[src/rtl/exp3_unidade_controle_desafio_pkg.sv]
// Shared definitions for the memory-game control unit: state codes and
// the sizing helper for the move timeout counter.
package exp3_unidade_controle_desafio_pkg;

    localparam int DB_ESTADO_W = 4;

    typedef enum logic [DB_ESTADO_W-1:0] {
        INICIAL     = 4'h0,
        PREPARA     = 4'h1,
        ESPERA      = 4'h2,
        REGISTRA    = 4'h4,
        COMPARA     = 4'h5,
        PROXIMO     = 4'h6,
        FIM_ACERTO  = 4'hA,
        FIM_ERRO    = 4'hE,
        FIM_TIMEOUT = 4'hF
    } estado_t;

    // Counter must hold values up to TIMEOUT_CICLOS; never narrower than 1 bit.
    function automatic int largura_contador(input int t);
        int w;
        w = (t <= 0) ? 1 : $clog2(t + 1);
        return (w < 1) ? 1 : w;
    endfunction

endpackage

[src/rtl/exp3_unidade_controle_desafio_if.sv]
// Control/status bundle between the control unit (master) and the datapath (slave).
interface exp3_unidade_controle_desafio_if;

    logic zeraC;
    logic contaC;
    logic zeraR;
    logic registraR;
    logic chavesIgualMemoria;
    logic fimC;

    modport master (
        output zeraC, contaC, zeraR, registraR,
        input  chavesIgualMemoria, fimC
    );

    modport slave (
        input  zeraC, contaC, zeraR, registraR,
        output chavesIgualMemoria, fimC
    );

endinterface

[src/rtl/exp3_unidade_controle_desafio_edge_detector.sv]
// Rising-edge detector for button inputs: one-cycle pulse per press, however long it is held.
module exp3_unidade_controle_desafio_edge_detector (
    input  logic clock,
    input  logic reset,
    input  logic sinal,
    output logic pulso
);

    logic sinal_d;

    always_ff @(posedge clock) begin
        if (reset) begin
            sinal_d <= 1'b0;
        end else begin
            sinal_d <= sinal;
        end
    end

    assign pulso = sinal & ~sinal_d;

endmodule

[src/rtl/exp3_unidade_controle_desafio.sv]
// Moore control unit for the memory game: sequences one round of moves
// against the datapath and reports win, mismatch or move timeout.
module exp3_unidade_controle_desafio
    import exp3_unidade_controle_desafio_pkg::*;
#(
    parameter int TIMEOUT_CICLOS = 5000
) (
    input  logic                           clock,
    input  logic                           reset,
    input  logic                           iniciar,
    input  logic                           jogada,
    exp3_unidade_controle_desafio_if.master dp,
    output logic                           pronto,
    output logic                           acertou,
    output logic                           errou,
    output logic                           timeout,
    output logic [DB_ESTADO_W-1:0]         db_estado
);

    localparam int CNT_W = largura_contador(TIMEOUT_CICLOS);
    localparam logic [CNT_W-1:0] LIMITE =
        (TIMEOUT_CICLOS == 0) ? '0 : CNT_W'(TIMEOUT_CICLOS - 1);
    localparam logic [CNT_W-1:0] CNT_MAX = '1;

    estado_t          estado;
    logic [CNT_W-1:0] cnt_espera;
    logic             jog_pulso;

    exp3_unidade_controle_desafio_edge_detector u_borda_jogada (
        .clock (clock),
        .reset (reset),
        .sinal (jogada),
        .pulso (jog_pulso)
    );

    always_ff @(posedge clock) begin
        if (reset) begin
            estado     <= INICIAL;
            cnt_espera <= '0;
        end else begin
            unique case (estado)
                INICIAL: begin
                    if (iniciar) estado <= PREPARA;
                end
                PREPARA: begin
                    cnt_espera <= '0;
                    estado     <= ESPERA;
                end
                ESPERA: begin
                    // Saturating so a disabled timeout can never wrap around.
                    if (cnt_espera != CNT_MAX) cnt_espera <= cnt_espera + CNT_W'(1);
                    if (jog_pulso) begin
                        estado <= REGISTRA;
                    end else if (TIMEOUT_CICLOS != 0 && cnt_espera == LIMITE) begin
                        estado <= FIM_TIMEOUT;
                    end
                end
                REGISTRA: begin
                    estado <= COMPARA;
                end
                COMPARA: begin
                    if (!dp.chavesIgualMemoria) begin
                        estado <= FIM_ERRO;
                    end else if (dp.fimC) begin
                        estado <= FIM_ACERTO;
                    end else begin
                        estado <= PROXIMO;
                    end
                end
                PROXIMO: begin
                    cnt_espera <= '0;
                    estado     <= ESPERA;
                end
                FIM_ACERTO, FIM_ERRO, FIM_TIMEOUT: begin
                    if (iniciar) estado <= PREPARA;
                end
                default: begin
                    estado <= INICIAL;
                end
            endcase
        end
    end

    // Outputs depend on the state register alone.
    always_comb begin
        dp.zeraC     = 1'b0;
        dp.contaC    = 1'b0;
        dp.zeraR     = 1'b0;
        dp.registraR = 1'b0;
        pronto       = 1'b0;
        acertou      = 1'b0;
        errou        = 1'b0;
        timeout      = 1'b0;
        unique case (estado)
            PREPARA: begin
                dp.zeraC = 1'b1;
                dp.zeraR = 1'b1;
            end
            REGISTRA:   dp.registraR = 1'b1;
            PROXIMO:    dp.contaC    = 1'b1;
            FIM_ACERTO: begin
                pronto  = 1'b1;
                acertou = 1'b1;
            end
            FIM_ERRO: begin
                pronto = 1'b1;
                errou  = 1'b1;
            end
            FIM_TIMEOUT: begin
                pronto  = 1'b1;
                errou   = 1'b1;
                timeout = 1'b1;
            end
            default: ;
        endcase
    end

    assign db_estado = estado;

endmodule

[src/flat_wrapper.sv]
// flat-port wrapper written by rule: the top's interface ports become plain ports
module exp3_unidade_controle_desafio_flat import exp3_unidade_controle_desafio_pkg::*;
#(
    parameter int TIMEOUT_CICLOS = 5000
)
  (clock, reset, iniciar, jogada, pronto, acertou, errou, timeout, db_estado, dp_zeraC, dp_contaC, dp_zeraR, dp_registraR, dp_chavesIgualMemoria, dp_fimC);
  exp3_unidade_controle_desafio_if dp_i ();
  input  logic clock;
  input  logic reset;
  input  logic iniciar;
  input  logic jogada;
  output logic pronto;
  output logic acertou;
  output logic errou;
  output logic timeout;
  output logic [DB_ESTADO_W-1:0] db_estado;
  output wire logic [$bits(dp_i.zeraC)-1:0] dp_zeraC;
  output wire logic [$bits(dp_i.contaC)-1:0] dp_contaC;
  output wire logic [$bits(dp_i.zeraR)-1:0] dp_zeraR;
  output wire logic [$bits(dp_i.registraR)-1:0] dp_registraR;
  input wire logic [$bits(dp_i.chavesIgualMemoria)-1:0] dp_chavesIgualMemoria;
  input wire logic [$bits(dp_i.fimC)-1:0] dp_fimC;
  assign dp_zeraC = dp_i.zeraC;
  assign dp_contaC = dp_i.contaC;
  assign dp_zeraR = dp_i.zeraR;
  assign dp_registraR = dp_i.registraR;
  assign dp_i.chavesIgualMemoria = dp_chavesIgualMemoria;
  assign dp_i.fimC = dp_fimC;
  exp3_unidade_controle_desafio #(.TIMEOUT_CICLOS(TIMEOUT_CICLOS)) u_core (.clock(clock), .reset(reset), .iniciar(iniciar), .jogada(jogada), .dp(dp_i), .pronto(pronto), .acertou(acertou), .errou(errou), .timeout(timeout), .db_estado(db_estado));
endmodule
[config.mk]
export PLATFORM = sky130hd
export DESIGN_NAME = exp3_unidade_controle_desafio_flat
export DESIGN_NICKNAME = d
export VERILOG_FILES = /design/src/rtl/exp3_unidade_controle_desafio_pkg.sv /design/src/rtl/exp3_unidade_controle_desafio_if.sv /design/src/rtl/exp3_unidade_controle_desafio_edge_detector.sv /design/src/rtl/exp3_unidade_controle_desafio.sv /design/src/flat_wrapper.sv
export SDC_FILE = /design/constraint.sdc
export NUM_CORES = 1
export LEC_CHECK = 0
export CAP_MARGIN = 20
export CORE_MARGIN = 2
export CORE_UTILIZATION = 56
export CTS_CLUSTER_DIAMETER = 40
export DETAILED_ROUTE_END_ITERATION = 10
export GPL_TIMING_DRIVEN = 0
export MAX_ROUTING_LAYER = met4
export PLACE_DENSITY_LB_ADDON = 0.3
export SLEW_MARGIN = 10
export SYNTH_ARGS = -nofsm -noshare
export SYNTH_HDL_FRONTEND = slang
export SYNTH_SLANG_ARGS = --single-unit
export TNS_END_PERCENT = 50
[constraint.sdc]
create_clock -name clock -period 3.9 [get_ports clock]
set_clock_uncertainty 0.15 [all_clocks]
set_input_delay 1.17 -clock clock [delete_from_list [all_inputs] [get_ports clock]]
set_output_delay 1.17 -clock clock [all_outputs]
set_load 0.1 [all_outputs]
# Word level (Yosys, flattened, before mapping)
# Cells that the tools add are included.
[totals]
register_bits = 18
input_bits = 6
output_inout_bits = 12
word_cells = 42
[classes]
n_addsub = 1
eq_ne = 13
mux = 15
bitwise_logic = 2
reduce_logical = 8
[op_table]
columns = ["cell", "count"]
rows = [
  ["$pmux 13 s2", 1],
  ["$mux 4", 5],
  ["$pmux 4 s5", 1],
  ["$add 13x1->13 const B", 1],
  ["$eq 13x13->1 const B", 1],
  ["$mux 13", 1],
  ["$ne 13x13->1 const B", 1],
  ["$eq 4x3->1 const B", 3],
  ["$eq 4x4->1 const B", 3],
  ["$mux 1", 7],
  ["$eq 4x1->1 const B", 1],
  ["$eq 4x2->1 const B", 1],
  ["$logic_not 4->1", 1],
  ["$ne 2x1->1 const B", 2],
  ["$reduce_and 2->1", 2],
  ["$reduce_or 2->1", 2],
  ["$reduce_or 4->1", 1],
  ["$ne 3x1->1 const B", 1],
  ["$reduce_or 3->1", 1],
  ["$reduce_bool 2->1", 1],
  ["$and 1x1->1", 1],
  ["$not 1->1", 1],
]

# Logic depth before layout (Yosys ltp)
[logic_depth]
word_depth = 4
ltp_mapped = 6
depth_no_buf = 5

# Hierarchy
# A second synthesis with hierarchy kept.
[unflattened]
cells_unflattened = 151
area_unflattened_um2 = 1283.7
[modules_own_cells]
columns = ["mod", "instances", "cells_each", "area_per_inst_um2", "seq_area_each_um2"]
rows = [
  ["exp3_unidade_controle_desafio", 1, 148, 1236.2, 340.3],
  ["exp3_unidade_controle_desafio_edge_detector", 1, 3, 47.5, 20.0],
]

# Least setup slack after synthesis
# OpenSTA, ideal clock, no wires.
[synth_timing]
path_type = "register -> output"
start = "register u_core.estado[3], in the netlist u_core.db_estado[3]"
end = "output pronto"
arrival_ns = 5.409
required_time_ns = 2.580
setup_slack_ns = -2.829
path_stages_with_launch = 4
path_buffers = 1
cell_sequence = "dfxtp_1 > clkbuf_1 > nor4b_1 > or2_2"
[synth_via]
elab_chain_cells = 3
elab_cells_between_ends = 5
cone_classes = "3 x eq/ne; 1 x mux; 1 x reduce/logical"
[synth_lines]
columns = ["item", "line_no", "text"]
rows = [
  ["start: declaration", "exp3_unidade_controle_desafio.sv:25", "estado_t estado;"],
  ["start signal: assignment", "exp3_unidade_controle_desafio.sv:38", "estado <= INICIAL;"],
  ["start signal: assignment", "exp3_unidade_controle_desafio.sv:43", "if (iniciar) estado <= PREPARA;"],
  ["start signal: assignment", "exp3_unidade_controle_desafio.sv:47", "estado <= ESPERA;"],
  ["$eq 4x4->1", "exp3_unidade_controle_desafio.sv:94", "unique case (estado)"],
  ["$reduce_or 3->1 (no source line) (*)", "--", ""],
  ["$mux 1 (*)", "exp3_unidade_controle_desafio.sv:94", ""],
  ["end: declaration", "flat_wrapper.sv:12", "output logic pronto;"],
]
# Every way passes the cells marked *; elsewhere a longest branch is shown, timed or not.

# Final worst setup path
[layout_timing]
start = "register u_core.estado[0], in the netlist u_core.db_estado[0]"
end = "output dp_zeraC"
[layout_via]
elab_chain_cells = 2
[layout_lines]
columns = ["item", "line_no", "text"]
rows = [
  ["$eq 4x1->1", "exp3_unidade_controle_desafio.sv:94", ""],
  ["$mux 1", "exp3_unidade_controle_desafio.sv:94", ""],
  ["end: declaration", "flat_wrapper.sv:17", "output wire logic [$bits(dp_i.zeraC)-1:0] dp_zeraC;"],
]
# No other way between the ends.

==> impl_metrics.tcl <==
set metrics [dict create \
    syn_nets 143 \
    portBuffers 17 \
    syn_inst 136 \
    holdPathStages 2 \
    period_needed_ns 3.778 \
    ant_nets 0 \
    worst_slack_ns 0.1224 \
    critPathLaunchType "register" \
    place.gp.congestion 0.9164 \
    grt_max_degree 11 \
    rrSetupSlack_ns 1.74 \
    synth_ff_type "dfxtp_1" \
    core_area_mm2 0.001922 \
    fp.dieW_um 48.89 \
    diodes 0 \
    reg2reg_depth 6 \
    status "finished, final reports clean" \
    clock-sinks 18 \
    hold_path.class "register to register" \
    grt_pass1_wl_mm 4.519 \
    layout_common_cells "nand2_1, dfxtp_1, a21oi_1, clkdlybuf4s50_1, or3_1" \
    cts_buffers 3 \
    maxCapViolCount 0 \
    crit_required_ns 2.58 \
    cts_root_buf "clkbuf_4" \
    finalCritPeriodShare_pct 96.86 \
    synth_edf_count 0 \
    grt_setup_unrepaired "false" \
    ir_drop_uv 825.6 \
    min_from "u_core.cnt_espera[9]" \
    fin_area_mm2 0.001410 \
    clk_pin_slew_worst_paths_ns 0.10 \
    clock_path_buffers 2 \
    tritoncts "done" \
    tightest_slew_ns 0.9621 \
    final_max_slew_viol_count 0 \
    drt_pre_antenna_iters 4 \
    p_total_mw 0.9311 \
    overflow 0 \
    power_density_mw_per_mm2 660.3 \
    placed_area_mm2 0.001385 \
    async_flop_share_pct 0 \
    path_class "register to output pin" \
    p_leak_nw 0.4901 \
    timing.rr.start "u_core.cnt_espera[0]" \
    viasPerCell 6.228 \
    max_slew_margin_pct 35.66 \
    ys_types 45 \
    clk-insertion-delay-late_ns 0.30 \
    r2r_end "u_core.cnt_espera[1]" \
    antenna_found_initial 0 \
    ctsHoldBuffers 0 \
    nets 165 \
    htree_levels 1 \
    ios 18 \
    cp_max_fo 10 \
    dieArea_mm2 0.002390 \
    drive_gt1_share_pct 16.56 \
    initial_utilization_pct 58.72 \
    die_h_um 48.89 \
    syn_area_per_cell_um2 8.298 \
    wl_mm 2.692 \
    drc 0 \
    drtIter0Drc 21 \
    worstSetupEndpointType "output pin" \
    post-place-ws_ns 0.1835 \
    num_vias 1146 \
    yosysWarnings 0 \
    routedWlPerCell_um 14.63 \
    yosys_register_bits 18 \
    row_count 16 \
    yosysSeqAreaShare_pct 31.93 \
    cp.arrival_ns 2.46 \
    synth_area_mm2 0.001129 \
    hold_violations 0 \
    dp_hpwl_mm 2.041 \
    grt_usage_pct 24.36 \
    fmax_ghz 0.2647 \
    holdWs_ns 0.3606 \
    areaGrowthSynthToFinish_pct 24.94 \
    min_to "u_core.cnt_espera[9]" \
    setup_viol 0 \
    grt_pass1_vias 991 \
]
per-layer routing:
layer | GRT usage, % | share of wire (%) | vias up
li1 | - | - | 567
met1 | 33.20 | 46 | 551
met2 | 38.36 | 49 | 28
met3 | 5.521 | 5.6 | 0
met4 | 2.857 | 0 | 0
met5 | - | 0 | -
area by class of cell:
| cell class | count | area (µm²) |
|---|---|---|
| fillers | 166 | 511.7 |
| repair buffers | 17 | 168.9 |
| clock buffers | 4 | 26.28 |
| flip-flops and latches | 18 | 367.9 |
| inverters | 5 | 18.77 |
| multi-input cells | 106 | 762.0 |
| well taps | 27 | 33.78 |
| plain buffers | 7 | 32.53 |
kinds of logic after synthesis:
kind of cell	Yosys count	share of synthesized area (%)
simple gates	66	38.14
compound gates	35	20.62
fa+ha+maj	1	1.108
xor+xnor	1	0.7762
mux	3	2.882
flops	18	31.93
buf+inv	12	4.546
state kept, by name (all words and copies together) (netlist names):
register / cells
u_core.u_borda_jogada.sinal_d: 1
u_core.cnt_espera: 13
u_core.db_estado: 4
per-stage QoR:
| step | setup TNS, ns | instances | utilization (%) |
|---|---|---|---|
| floorplan | -0.2307 | 136 | - |
| global placement | 0 | 180 | 72.07 |
| detailed placement | 0 | 180 | 72.07 |
| CTS | 0 | 184 | 73.11 |
| global route | 0 | 184 | 73.37 |
| finish | 0 | 184 | 73.37 |
critical path, cell delays in order (launching register included):
cell	delay, ns
dfxtp_4	0.39
buf_2	0.23
inv_1	0.18
nor4_4	0.18
clkdlybuf4s50_1	1.17
worst max-delay path by stage:
stage,from,end,slack (ns),cells after the start
detailed placement,u_core.db_estado[2],dp_registraR,0.18,4
finish,u_core.db_estado[0],dp_zeraC,0.12,4
CTS,u_core.db_estado[0],dp_zeraR,0.02,5
global placement,u_core.db_estado[2],dp_registraR,0.25,4
floorplan,u_core.db_estado[3],pronto,-0.23,3
global route,u_core.db_estado[2],dp_registraR,0.01,4
Yosys cell counts, drive strengths merged, types with 3 or more instances:
cell	count	share of area [%]
or3	7	3.9
or4	5	3.3
nor4b	3	3.7
nor4	7	5.0
a21oi	11	4.9
nor3	5	2.2
nand2b	4	2.2
dfxtp	18	32
nand4	3	3.0
o31ai	4	2.7
nand2	14	4.7
o21ai	5	2.2
nor2b	3	1.7
clkbuf	4	1.3
inv	5	1.7
nand3	4	1.8
buf	3	1.6
report_power, final:
part | internal (mW) | switching, mW
clock network | 0.0399 | 0.0596
logic | 0.169 | 0.417
registers | 0.210 | 0.0354
what timing repair did:
action,CTS,global route
gates resized for setup,5,3
setup endpoints to repair,5,3
buffers inserted,0,0
Note: power is estimated with default switching activity, not from simulation.
